`config.mk`:
```
export PLATFORM = sky130hd
export DESIGN_NAME = dropout_backward_mask
export DESIGN_NICKNAME = d
export VERILOG_FILES = /design/src/rtl/dropout_backward_mask.sv
export SDC_FILE = /design/constraint.sdc
export NUM_CORES = 1
export LEC_CHECK = 0
export CORE_MARGIN = 10
export CORE_UTILIZATION = 45
export CTS_BUF_LIST = sky130_fd_sc_hd__clkbuf_4
export DETAILED_ROUTE_END_ITERATION = 12
export GPL_ROUTABILITY_DRIVEN = 0
export PLACE_DENSITY = 0.67
export SLEW_MARGIN = 20
export SYNTH_ARGS = -nofsm -noshare
export SYNTH_HDL_FRONTEND = slang
export SYNTH_SLANG_ARGS = --single-unit
```
`constraint.sdc`:
```
create_clock -name clk -period 2.8 [get_ports clk]
set_input_delay 0.42 -clock clk [delete_from_list [all_inputs] [get_ports clk]]
set_output_delay 0.42 -clock clk [all_outputs]
set_load 0.005 [all_outputs]
```
`src/rtl/dropout_backward_mask.sv`:
```
// Records per-sample dropout keep masks during the forward pass and replays them
// LIFO to mask incoming gradients during the backward pass.
module dropout_backward_mask #(
    parameter int DEPTH = 16,
    parameter int WIDTH = 8
) (
    input  logic                   clk,
    input  logic                   rst_n,
    input  logic                   ui_ena,
    input  logic                   fwd_valid,
    input  logic [WIDTH-1:0]       fwd_mask,
    output logic                   fwd_ready,
    input  logic                   bwd_start,
    input  logic                   grad_in_valid,
    input  logic [WIDTH-1:0]       grad_in,
    output logic                   grad_in_ready,
    output logic                   grad_out_valid,
    output logic [WIDTH-1:0]       grad_out,
    input  logic                   grad_out_ready,
    output logic [$clog2(DEPTH):0] count,
    output logic                   err
);

    localparam int CW = $clog2(DEPTH) + 1;
    localparam logic [CW-1:0] DEPTH_C = CW'(DEPTH);
    localparam logic [CW-1:0] ZERO_C  = {CW{1'b0}};
    localparam logic [CW-1:0] ONE_C   = CW'(1);

    typedef enum logic [0:0] {REC = 1'b0, REPLAY = 1'b1} state_t;

    state_t            state_r;
    state_t            state_nxt_s;
    logic [CW-1:0]     count_r;
    logic [CW-1:0]     count_nxt_s;
    logic              err_r;
    logic              err_nxt_s;
    logic [WIDTH-1:0]  stack_r [DEPTH];
    logic [WIDTH-1:0]  grad_out_r;
    logic              grad_out_valid_r;
    logic [CW-1:0]     pop_idx_s;
    logic              push_s;
    logic              accept_s;

    assign pop_idx_s     = count_r - ONE_C;
    assign fwd_ready     = (state_r == REC) && ui_ena && (count_r < DEPTH_C);
    assign grad_in_ready = (state_r == REPLAY) && ui_ena && (count_r != ZERO_C) &&
                           (!grad_out_valid_r || grad_out_ready);
    assign push_s        = fwd_valid && fwd_ready;
    assign accept_s      = grad_in_valid && grad_in_ready;

    assign count          = count_r;
    assign err            = err_r;
    assign grad_out       = grad_out_r;
    assign grad_out_valid = grad_out_valid_r;

    // Next-state, stack pointer and error decisions for both phases.
    always_comb begin
        state_nxt_s = state_r;
        count_nxt_s = count_r;
        err_nxt_s   = err_r;
        case (state_r)
            REC: begin
                if (push_s) begin
                    count_nxt_s = count_r + ONE_C;
                end else begin
                    count_nxt_s = count_r;
                end
                // The same-cycle push counts toward the non-empty check.
                if (ui_ena && bwd_start) begin
                    if (count_nxt_s != ZERO_C) begin
                        state_nxt_s = REPLAY;
                    end else begin
                        err_nxt_s = 1'b1;
                    end
                end else begin
                    state_nxt_s = REC;
                end
            end
            REPLAY: begin
                if (accept_s) begin
                    count_nxt_s = count_r - ONE_C;
                end else begin
                    count_nxt_s = count_r;
                end
                if (ui_ena && fwd_valid) begin
                    err_nxt_s = 1'b1;
                end else begin
                    err_nxt_s = err_r;
                end
                if ((count_r == ZERO_C) && (!grad_out_valid_r || grad_out_ready)) begin
                    state_nxt_s = REC;
                end else begin
                    state_nxt_s = REPLAY;
                end
            end
            default: begin
                state_nxt_s = REC;
            end
        endcase
    end

    // Control state registers.
    always_ff @(posedge clk or negedge rst_n) begin
        if (!rst_n) begin
            state_r <= REC;
            count_r <= ZERO_C;
            err_r   <= 1'b0;
        end else begin
            state_r <= state_nxt_s;
            count_r <= count_nxt_s;
            err_r   <= err_nxt_s;
        end
    end

    // Mask stack; contents need no reset since count gates every read.
    always_ff @(posedge clk) begin
        if (push_s) begin
            stack_r[count_r[CW-2:0]] <= fwd_mask;
        end
    end

    // Masked gradient output register with valid/ready hold.
    always_ff @(posedge clk or negedge rst_n) begin
        if (!rst_n) begin
            grad_out_r       <= {WIDTH{1'b0}};
            grad_out_valid_r <= 1'b0;
        end else if (accept_s) begin
            grad_out_r       <= grad_in & stack_r[pop_idx_s[CW-2:0]];
            grad_out_valid_r <= 1'b1;
        end else if (grad_out_ready) begin
            grad_out_valid_r <= 1'b0;
        end
    end

endmodule

```
# Yosys cells after proc, flatten, opt, wreduce, memory -nomap -nowiden
# Memories as Yosys holds them, arrays and structs flattened.
# Cells that the tools add are included.
# totals
output_inout_bits	17
mem_count	1
ff_bits	16
latch_bits	0
rom_bits	0
ram_bits	128
# op_classes
div_mod_pow	0
shifts	0
order_cmp	1
add_sub_neg	2
bitwise	2
n_mul	0
n_eq_ne	4
reduce_logical	17
mux	16
# memory_table
memory	words	word_bits	rd	rd_clocked_by_memory_dff	wr	line_no	text
stack_r	16	8	1	0	1	37	logic [WIDTH-1:0] stack_r [DEPTH];
# ops
op	count
5-bit 2-to-1 mux	3
1-bit logical AND	10
1-bit 2-to-1 mux	10
5-bit case mux with 2 select lines	1
5-bit nonzero test	2
8-bit bitwise AND	1
2-bit by 1-bit != test with 1-bit output (second input constant)	3
5-bit by 1-bit adder with 5-bit output (second input constant)	1
5-bit logical NOT	1
5-bit < comparator (second input constant)	1
5-bit by 1-bit subtractor with 5-bit output (second input constant)	1
1-bit case mux with 2 select lines	2
3-bit AND reduction	1
2-bit != test (second input constant)	1
2-bit nonzero test	1
1-bit logical NOT	1
1-bit logical OR	1
1-bit inverter	1

# Longest topological paths before layout
# logic_depth
depth_word	10
ltp_mapped	9

# Worst setup path before layout
# No wires, ideal clock.
# synth_path
path_type	register to register
startpoint	register count_r[0] (netlist: count[0])
endpoint	register grad_out_r[1] (netlist: grad_out[1])
stages_incl_launch_ff	10
t_arrival_ns	2.062
t_required_ns	2.683
n_path_buf	3
period_less_slack_ns	2.180
setup_slack_ns	0.620
setup_ns	0.117
cell_sequence	dfrtp_1 buf_2 inv_1 ha_1 buf_2 buf_2 mux4_2 mux2i_1 mux2_2 o21ai_2
# synth_via
elab_chain_cells	4
# synth_lines
item	line_no	text
from (decl)	33	logic [CW-1:0] count_r;
from (signal assigned)	110	count_r <= count_nxt_s;
parallel branches: the longest is 4 deep, another holds memory 16 x 8 bit	n/a	
to (signal assigned)	125	grad_out_r <= {WIDTH{1'b0}};
to (signal assigned)	128	grad_out_r <= grad_in & stack_r[pop_idx_s[CW-2:0]];
to (decl)	38	logic [WIDTH-1:0] grad_out_r;
# Several ways; the timed one is not identified.
# A chain may end at the register's enable or synchronous reset.

# Worst setup path after layout
# layout_path
startpoint	register count_r[0] (netlist: count[0])
endpoint	output port grad_in_ready
# layout_via
elab_chain_cells	3
# layout_lines
item	line_no	text
5-bit nonzero test	46	assign grad_in_ready = (state_r == REPLAY) && ui_ena && (count_r != ZERO_C) &&
1-bit logical AND (2 in series)	46	
to (decl)	16	output logic grad_in_ready,
# Every way passes these cells.

==> reports/metrics.yaml <==
status: "completed"
synth_top_area_share_pct: 63.9
hold_buffers: 0
grt_first_pass_wirelength_mm: 18.6
htree_levels: 4
timing.final.ws_setup_ns: 0.128
rsz0062_at_grt: "false"
synth_enable_flop_cells: 128
fmax_ghz: 0.374
intPower_mw: 4.36
leakagePower_nw: 2.35
viasPerCell: 5.40
synth-async-reset-ratio_pct: 11.1
reg2reg_to: "grad_out[2]"
fin_worst_hold_slack_ns: 0.333
reg2regPathDepth: 6
post-place-ws_ns: 0.525
stdcell_area_sq_um: 7010
max_stage_delay_ns: 0.47
critPathArrivalTime_ns: 2.25
clock_latency_ns: 0.53
sw_frac_of_total_pct: 33.4
fin_util_pct: 53.2
avgSynthCellArea_sq_um: 18.8
crit_chain: "inv_2 -> ha_1 -> or4b_4 -> and3_1 -> clkdlybuf4s50_1"
io_buffers: 39
finalClockSkew_ns: 0.0211
period_minus_slack_ns: 2.67
std_cell_rows: 42
dp.cells: 545
period_share_pct: 95.4
drive_gt1_share_pct: 29.3
cts_root_buf: "clkbuf_4"
yosys.area.top_type: "edfxtp_1"
startpoint_type: "register"
max_cap_violations: 0
max_slew_margin_pct: 47.3
crit_path_end_kind: "output pin"
synth.area.top_cells: "edfxtp_1, mux4_2, dfrtp_1"
reg2reg_from: "count[0]"
hp-class: "in -> async"
vias: 3134
synthFlopType: "edfxtp_1"
start_util_pct: 45.6
p_per_area_nw_per_um2: 932
synth_warnings: 0
pwr-share-clk_pct: 20.3
antenna_found_initial: 1
finalPower_mw: 6.54
die_area_sq_um: 18400
slowest_stage: "or4b_4"
setup_viol: 0
final_cells: 580
synth_seq_cells: 144
grt.total_usage_pct: 13.5
cts.clk_slew.worst_paths_ns: 0.13
drt_iter0_drc: 269
seq_area_frac_synth_pct: 70.5
cts_buffers: 17
cts_tree: "built"
fin_nets: 418
dp.final_hpwl_mm: 7.83
die_x_um: 136
drtAntennaViolNets: 0
pin_count: 40
syn_nets: 349
cp_max_fo: 4
drt-pass1-iter-count: 4
synth_area_sq_um: 6020
drc: 0
setup_tns_ns: 0
area_delta_synth_final_pct: 16.5
hold_violations: 0
worstMarginPinSlew_ns: 0.787
ir_drop_mv: 0.344
drv_slew: 0
seq_power_share_pct: 38.5
cts_max_path_buffers: 2
cts_sinks: 144
grt_pass1_vias: 3184
p_sw_mw: 2.18
grt_max_degree: 42
num-fill-cells: 1038
cp.required_ns: 2.38
ff2ff_setup_slack_ns: 0.78
critical_path_class: "reg -> out"
synth_cells: 321
synth_cell_type_count: 43
grt-ovfl-total: 0
routedWlPerCell_um: 20.4
core_area_sq_um: 13200
place_area_sq_um: 6700
wl_mm: 11.9
p_comb_share_pct: 41.1
die_y_um: 136
[registers in the layout (all words and copies together) (netlist names)]
signal / cells
stack_r: 128
grad_out: 8
count: 5
err: 1
grad_out_valid: 1
state_r: 1
[worst max-delay path: cells and delay by family (launching register included)]
family | cells | cell delay, ns
and+or+nand+nor | 2 | 0.63
DFF | 1 | 0.43
adders and majority gates | 1 | 0.16
buffers and inverters | 2 | 0.52
[worst max path at each step]
stage | startpoint | to | slack (ns) | cells past startpoint
after floorplan | count[0] | grad_out[1] | 0.62 | 9
after global placement | count[1] | grad_in_ready | 0.56 | 5
after detailed placement | count[1] | grad_in_ready | 0.52 | 5
after CTS | count[0] | grad_in_ready | 0.02 | 5
after global routing | count[0] | grad_in_ready | 0.01 | 5
final | count[0] | grad_in_ready | 0.13 | 5
[cell usage in the layout (no fill, tap or decap), types with 3 or more instances in the layout]
master and count:
nand2_1 23, nand3_1 5, clkdlybuf4s50_1 39, clkbuf_4 19, ha_1 5, nand2b_1 3
mux2i_1 17, dfrtp_1 14, mux4_2 32, xor2_1 3, buf_4 26, o21ai_0 4
inv_6 5, mux2_2 8, edfxtp_1 128, o21ai_2 8, nor2_1 17, o211ai_1 3
[routing by layer]
| layer | track usage [%] | part of all wire [%] | vias up |
|---|---|---|---|
| met4 | 5.14 | 1.4 | 0 |
| met3 | 3.56 | 6.1 | 11 |
| met1 | 17.5 | 43 | 1605 |
| met5 | 0 | 0 | - |
| met2 | 21.3 | 50 | 96 |
| li1 | - | - | 1422 |
[logic make-up (layout without fill, tap and decap cells)]
logic type	Yosys count	count (layout)	share of synthesized area, %
buf+inv	20	102	2.41
simple gates	67	67	5.70
xor+xnor	6	6	1.31
compound gates	22	22	2.74
flops	144	144	70.5
other cells	0	1	0
mux	57	57	16.3
fa+ha+maj	5	5	1.04
[power by group through the flow]
| stage | combinational, mW | sequential [mW] | clock [mW] |
|---|---|---|---|
| after floorplan | 1.97 | 2.57 | 0 |
| after global placement | 2.70 | 2.58 | 0 |
| after detailed placement | 2.70 | 2.58 | 0 |
| after CTS | 2.74 | 2.52 | 1.38 |
| after global routing | 2.92 | 2.53 | 1.46 |
| final | 2.69 | 2.52 | 1.33 |
[cell usage after synthesis, types with 2 or more instances]
cell,instances
nand2_1,23
ha_1,5
inv_1,4
clkbuf_1,3
o21ai_0,4
o21ai_2,8
mux4_2,32
or2_2,2
nand4_1,2
nor3_1,2
dfrtp_1,16
mux2_2,8
o221ai_1,2
and3_1,2
buf_2,6
o211ai_1,3
nor2_1,17
buf_6,3
xor2_1,3
buf_4,2
nand2b_1,3
mux2i_1,17
edfxtp_1,128
nand3_1,5
a21oi_1,2
buf_12,2
[final cells by class]
type | count | area, sq um | area share [%]
clock inverters | 13 | 151 | 2.16
repair buffers | 66 | 606 | 8.63
diodes | 1 | 2.50 | 0.0357
clock buffers | 19 | 143 | 2.03
multi-input cells | 157 | 1630 | 23.2
well taps | 176 | 220 | 3.14
flip-flops and latches | 144 | 4250 | 60.5
inverters | 4 | 15.0 | 0.214
[timing repair]
action | CTS | global route
cloned | 0 | 0
setup buffers | 1 | 1
endpoints found under the setup margin | 1 | 1
resized for setup | 2 | 1
Power figures use the tool's default switching activity.
